<file path="config.mk">
export PLATFORM = sky130hd
export DESIGN_NAME = reg_file_wb_flat
export DESIGN_NICKNAME = d
export VERILOG_FILES = /design/src/rtl/reg_file_wb_if.sv /design/src/rtl/reg_file_wb.sv /design/src/flat_wrapper.sv
export SDC_FILE = /design/constraint.sdc
export NUM_CORES = 2
export LEC_CHECK = 0
export CORE_ASPECT_RATIO = 0.6
export CORE_MARGIN = 3
export CORE_UTILIZATION = 49
export DETAILED_ROUTE_END_ITERATION = 7
export PLACE_DENSITY_LB_ADDON = 0.25
export SKIP_CTS_REPAIR_TIMING = 1
export SYNTH_ARGS = -nofsm -noshare
export SYNTH_HDL_FRONTEND = slang
export SYNTH_SLANG_ARGS = --single-unit
</file>
<file path="constraint.sdc">
create_clock -name clk -period 2.75 [get_ports clk]
set_input_delay 0.55 -clock clk [delete_from_list [all_inputs] [get_ports clk]]
set_output_delay 0.55 -clock clk [all_outputs]
set_load 0.05 [all_outputs]
</file>
<file path="src/rtl/reg_file_wb_if.sv">
// Bus bundle between the write-back / decode stages and the register file.
// Carries the RegWrite strobe, the write index and data, both read ports,
// and the commit status outputs.
// master: the datapath side (drives write and read indices, samples the results).
// slave : the register file (drives read data and commit status).
interface reg_file_wb_if #(
  parameter int unsigned DATA_W = 32,
  parameter int unsigned CNT_W  = 16
);
  logic              RegWrite;
  logic [4:0]        Write_Register;
  logic [DATA_W-1:0] Write_Data;
  logic [4:0]        Read_Register1;
  logic [4:0]        Read_Register2;
  logic [DATA_W-1:0] Read_Data1;
  logic [DATA_W-1:0] Read_Data2;
  logic [31:0]       wr_onehot;
  logic [CNT_W-1:0]  commit_count;
  logic [4:0]        last_wr_addr;

  modport master (
    output RegWrite, Write_Register, Write_Data, Read_Register1, Read_Register2,
    input  Read_Data1, Read_Data2, wr_onehot, commit_count, last_wr_addr
  );

  modport slave (
    input  RegWrite, Write_Register, Write_Data, Read_Register1, Read_Register2,
    output Read_Data1, Read_Data2, wr_onehot, commit_count, last_wr_addr
  );
endinterface

</file>
<file path="src/rtl/reg_file_wb.sv">
// 32 x DATA_W MIPS register file with write-back commit tracking.
// r0 reads as zero and ignores writes; r28/r29 reset to GP_INIT/SP_INIT.
// Two combinational read ports with same-cycle write-to-read bypass.
// Ports:
//   clk, reset        : rising-edge clock, synchronous active-high reset
//   bus (slave)       : RegWrite/Write_Register/Write_Data write port,
//                       Read_Register1/2 -> Read_Data1/2 (combinational),
//                       wr_onehot, commit_count, last_wr_addr (registered)
// Optional build macro REGFILE_TRACE_EN adds simulation-only commit/warning
// displays; function and timing are identical with or without it.
module reg_file_wb #(
  parameter int unsigned       DATA_W  = 32,
  parameter logic [DATA_W-1:0] SP_INIT = DATA_W'(32'h0000_3FFC),
  parameter logic [DATA_W-1:0] GP_INIT = DATA_W'(32'h0000_1800),
  parameter int unsigned       CNT_W   = 16
) (
  input logic           clk,
  input logic           reset,
  reg_file_wb_if.slave  bus
);

  localparam int unsigned NREGS = 32;

  logic [DATA_W-1:0] regs [NREGS];
  logic [31:0]       wr_onehot_q;
  logic [CNT_W-1:0]  count_q;
  logic [4:0]        last_q;

  logic              commit_c;
  logic              byp_c;
  logic [DATA_W-1:0] rd1_c;
  logic [DATA_W-1:0] rd2_c;

  // An unknown RegWrite makes these unknown, which the if-branches below
  // treat as false: no commit and no bypass.
  assign commit_c = bus.RegWrite && (bus.Write_Register != 5'd0);
  assign byp_c    = bus.RegWrite && !reset;

  // Storage and commit status; reset takes priority over any write.
  always_ff @(posedge clk) begin
    if (reset) begin
      for (int i = 0; i < NREGS; i++) begin
        regs[i] <= '0;
      end
      regs[28]    <= GP_INIT;
      regs[29]    <= SP_INIT;
      wr_onehot_q <= '0;
      count_q     <= '0;
      last_q      <= '0;
    end else if (commit_c) begin
      regs[bus.Write_Register] <= bus.Write_Data;
      wr_onehot_q              <= 32'(1) << bus.Write_Register;
      count_q                  <= count_q + CNT_W'(1);
      last_q                   <= bus.Write_Register;
    end else begin
      wr_onehot_q <= '0;
    end
  end

  // Read port 1: zero register, then bypass, then storage.
  always_comb begin
    rd1_c = regs[bus.Read_Register1];
    if (bus.Read_Register1 == 5'd0) begin
      rd1_c = '0;
    end else if (byp_c && (bus.Read_Register1 == bus.Write_Register)) begin
      rd1_c = bus.Write_Data;
    end
  end

  // Read port 2: same priority chain as port 1.
  always_comb begin
    rd2_c = regs[bus.Read_Register2];
    if (bus.Read_Register2 == 5'd0) begin
      rd2_c = '0;
    end else if (byp_c && (bus.Read_Register2 == bus.Write_Register)) begin
      rd2_c = bus.Write_Data;
    end
  end

  assign bus.Read_Data1   = rd1_c;
  assign bus.Read_Data2   = rd2_c;
  assign bus.wr_onehot    = wr_onehot_q;
  assign bus.commit_count = count_q;
  assign bus.last_wr_addr = last_q;

`ifdef REGFILE_TRACE_EN
  // Simulation-only trace of commits and suspicious write attempts.
  always @(posedge clk) begin
    if (!reset) begin
      if ($isunknown(bus.RegWrite) || $isunknown(bus.Write_Register)) begin
        $display("%t reg_file_wb ERROR: unknown RegWrite/Write_Register", $time);
      end else if (bus.RegWrite) begin
        if (bus.Write_Register == 5'd0) begin
          if (bus.Write_Data != '0) begin
            $display("%t reg_file_wb WARNING: write of %h to r0 discarded",
                     $time, bus.Write_Data);
          end
        end else begin
          $display("%t reg_file_wb commit r%h <= %h",
                   $time, bus.Write_Register, bus.Write_Data);
        end
      end
    end
  end
`endif

endmodule

</file>
<file path="src/flat_wrapper.sv">
// flat-port wrapper written by rule: the top's interface ports become plain ports
module reg_file_wb_flat 
#(
  parameter int unsigned       DATA_W  = 32,
  parameter logic [DATA_W-1:0] SP_INIT = DATA_W'(32'h0000_3FFC),
  parameter logic [DATA_W-1:0] GP_INIT = DATA_W'(32'h0000_1800),
  parameter int unsigned       CNT_W   = 16
)
  (clk, reset, bus_RegWrite, bus_Write_Register, bus_Write_Data, bus_Read_Register1, bus_Read_Register2, bus_Read_Data1, bus_Read_Data2, bus_wr_onehot, bus_commit_count, bus_last_wr_addr);
  reg_file_wb_if #(.DATA_W(DATA_W), .CNT_W(CNT_W)) bus_i ();
  input logic clk;
  input logic reset;
  input wire logic [$bits(bus_i.RegWrite)-1:0] bus_RegWrite;
  input wire logic [$bits(bus_i.Write_Register)-1:0] bus_Write_Register;
  input wire logic [$bits(bus_i.Write_Data)-1:0] bus_Write_Data;
  input wire logic [$bits(bus_i.Read_Register1)-1:0] bus_Read_Register1;
  input wire logic [$bits(bus_i.Read_Register2)-1:0] bus_Read_Register2;
  output wire logic [$bits(bus_i.Read_Data1)-1:0] bus_Read_Data1;
  output wire logic [$bits(bus_i.Read_Data2)-1:0] bus_Read_Data2;
  output wire logic [$bits(bus_i.wr_onehot)-1:0] bus_wr_onehot;
  output wire logic [$bits(bus_i.commit_count)-1:0] bus_commit_count;
  output wire logic [$bits(bus_i.last_wr_addr)-1:0] bus_last_wr_addr;
  assign bus_i.RegWrite = bus_RegWrite;
  assign bus_i.Write_Register = bus_Write_Register;
  assign bus_i.Write_Data = bus_Write_Data;
  assign bus_i.Read_Register1 = bus_Read_Register1;
  assign bus_i.Read_Register2 = bus_Read_Register2;
  assign bus_Read_Data1 = bus_i.Read_Data1;
  assign bus_Read_Data2 = bus_i.Read_Data2;
  assign bus_wr_onehot = bus_i.wr_onehot;
  assign bus_commit_count = bus_i.commit_count;
  assign bus_last_wr_addr = bus_i.last_wr_addr;
  reg_file_wb #(.DATA_W(DATA_W), .SP_INIT(SP_INIT), .GP_INIT(GP_INIT), .CNT_W(CNT_W)) u_core (.clk(clk), .reset(reset), .bus(bus_i));
endmodule
</file>
==> results.yml <==
route:
  drt_iter0_drc: 7133
  dr.pass1.iters: 8
  vias: 42500
  drt-total-wl_um: 224000
  drc: 0
  viasPerCell: 6.66
  wl_per_cell_um: 35.0
  ant_nets: 0
sta:
  finalMaxSlewViolations: 0
  setup_viol: 64
  fin_skew_ns: 0.00345
  setup_ws_ns: -0.735
  fmax_mhz: 287
  finalHoldWorstSlack_ns: 0.301
  fin_crit_sh: 1.27
  slew_headroom: 0.394
  period_needed_ns: 3.48
  rsz0062_at_grt: "true"
  worst_pin_slew_ns: 0.904
  tns_ns: -31.98
  hold_violations: 0
setup_path:
  setup.worst_path.class: "primary input to primary output"
  critPathSlowestCell: "o211ai_1"
  cp-start-kind: "primary input"
  cp.arrival_ns: 2.93
  slowest_delay_ns: 0.66
  crit_fanout: 8
  cp-end-kind: "primary output"
  required_ns: 2.20
  worstPathCellList: "buf_12 -> buf_8 -> and2_4 -> buf_12 -> buf_4 -> a221oi_4 -> buf_4 -> o31ai_1 -> o211ai_1 -> buf_4 -> buf_12"
grt:
  grt_pass1_vias: 40200
  antenna_found_initial: 6
  track_usage: 0.353
  grt_max_degree: 56
  overflow: 0
  grt_pass1_wl_um: 302000
synth:
  syn_inst: 4014
  ys_seq_area_frac: 0.556
  netlist_area_sq_mm: 0.0572
  synth_edf_count: 1024
  synth_cell_type_count: 73
  ys_ff_latch: 1077
  synth_flop_cell: "edfxtp_1"
  avgSynthCellArea_sq_um: 14.3
  yosys_warnings: 0
  ys_async_sr_fraction: 0
placed_design:
  place_hpwl_um: 152000
  io_buffers: 166
  placed_area_sq_mm: 0.0674
  dp.cells: 6025
  routabilityCongestion: 0.962
power_and_ir_drop:
  power.density_mw_per_mm2: 561
  ir_drop_uv: 551
  p_leak_nw: 27.6
hold_path:
  hold_class: "primary input to flop"
floorplan:
  dieHeight_um: 271
  pin_count: 167
  coreArea_sq_mm: 0.115
  die_area_sq_mm: 0.121
  rows: 96
  start_util: 0.497
  dieWidth_um: 447
cells_and_area:
  final_cell_area_sq_mm: 0.0748
  fin_cells: 6383
  final_core_util: 0.650
  layout_commonest_cell: "edfxtp_1"
  fin_nets: 4834
  layout_common_cells: "edfxtp_1, and2_1, buf_4"
  multi_input_area_sq_mm: 0.0257
  area_growth_pct: 30.7
  regArea_sq_mm: 0.0318
  n_fill_cell: 8084
  drive_gt1_frac: 0.396
flow_run:
  max_cap_viol_count: 0
clocking:
  clk_transition_reported_paths_ns: 0.06
  cts-root-buf: "clkbuf_16"
  clock_latency_ns: 0.73
  cts_tree: "built"
  clock-sinks: 1077
  cts_made_buffers: 102
  h-tree-depth: 3
  clk_path_buf_depth: 3
run_status:
  outcome: "finished with violations"
  violations: "negative setup slack"
-- Yosys cell counts, drive strengths merged (2+ instances only) --
cell type  number  share of area
and2          986           0.11
mux4          421           0.17
a31oi           7        0.00077
nor4            4        0.00070
a22oi          62         0.0081
o21ai          53         0.0046
nor2b          19         0.0021
and4            2        0.00031
mux2i         218          0.038
nand2         142         0.0093
xnor2           7         0.0011
and3           40         0.0044
or2            31         0.0034
a22o            2        0.00031
nor4bb          3        0.00052
a211oi         35         0.0046
or3            18         0.0020
o221ai          2        0.00031
mux2            2        0.00039
o22ai          52         0.0057
a21boi          2        0.00026
nor3           26         0.0023
a21o            2        0.00026
nand3          43         0.0038
a21oi          59         0.0052
nand4           6        0.00066
o31ai           3        0.00039
clkbuf        248          0.016
o211ai          5        0.00066
a221oi         53         0.0083
a221o          44         0.0077
o21a            3        0.00039
edfxtp       1024           0.54
o311ai          4        0.00074
nand3b          5        0.00066
a311oi          5        0.00077
nor2          109         0.0072
xor2           17         0.0026
a2111oi         5        0.00087
dfxtp          53          0.019
buf           163          0.021
nand2b          4        0.00044
inv             9        0.00059
-- state kept, by name, indices dropped and copies added, names as in the netlist --
name / flops
u_core.regs: 1024
u_core.bus.wr_onehot: 32
u_core.bus.commit_count: 16
u_core.bus.last_wr_addr: 5
-- critical path, delay by kind of cell --
kind	cells	cell delay (ns)
buffers and inverters	7	1.11
AND/OR/NAND/NOR	1	0.17
AO/OA/AOI/OAI	3	1.08
-- through the flow --
stage	setup WS [ns]	power [mW]
finish	-0.735	42.0
global placement	-1.69	26.5
floorplan	-0.265	23.1
CTS	-1.69	41.0
global route	-0.847	42.9
detailed placement	-1.66	26.6
-- layout make-up --
| cell class | count | area share |
|---|---|---|
| Antenna cell | 3 | 0.000100 |
| Clock buffer | 123 | 0.0359 |
| Clock inverter | 59 | 0.00842 |
| Inverter | 9 | 0.000535 |
| Multi-Input combinational cell | 2550 | 0.344 |
| Sequential cell | 1077 | 0.425 |
| Tap cell | 1519 | 0.0254 |
| Timing Repair Buffer | 1043 | 0.160 |
-- worst paths after layout --
path | slack [ns] | cells after the start | from | to
worst max register to register | 1.10 | 6 | u_core.bus.commit_count[2] | u_core.bus.commit_count[15]
worst max-delay path | -0.73 | 11 | bus_Read_Register2[2] | bus_Read_Data2[1]
worst min-delay path | 0.30 | 4 | bus_Write_Register[1] | u_core.bus.last_wr_addr[1]
worst min register to register | 0.48 | 2 | u_core.bus.last_wr_addr[3] | u_core.bus.last_wr_addr[3]
-- power by group --
group	switching (mW)	internal (mW)	total, mW
Sequential	0.490	18.8	19.3
Clock	6.62	8.06	14.7
Combinational	4.34	3.66	8.00
-- per-layer routing --
layer	wire, um	GRT usage
met4	11800	0.143
met5	101	0
met1	82000	0.502
met3	34400	0.116
met2	95300	0.501
-- logic make-up (layout without fill, tap and decap cells) --
| logic type | Yosys count | after routing | synth area share |
|---|---|---|---|
| mux | 641 | 641 | 0.204 |
| buf+inv | 420 | 1234 | 0.0380 |
| other cells | 1 | 36 | 0.0000655 |
| simple gates | 1443 | 1444 | 0.146 |
| flops | 1077 | 1077 | 0.556 |
| xor+xnor | 24 | 24 | 0.00367 |
| compound gates | 407 | 407 | 0.0515 |
| fa+ha+maj | 1 | 1 | 0.000219 |
No activity file was read; power rests on OpenSTA's default activity.
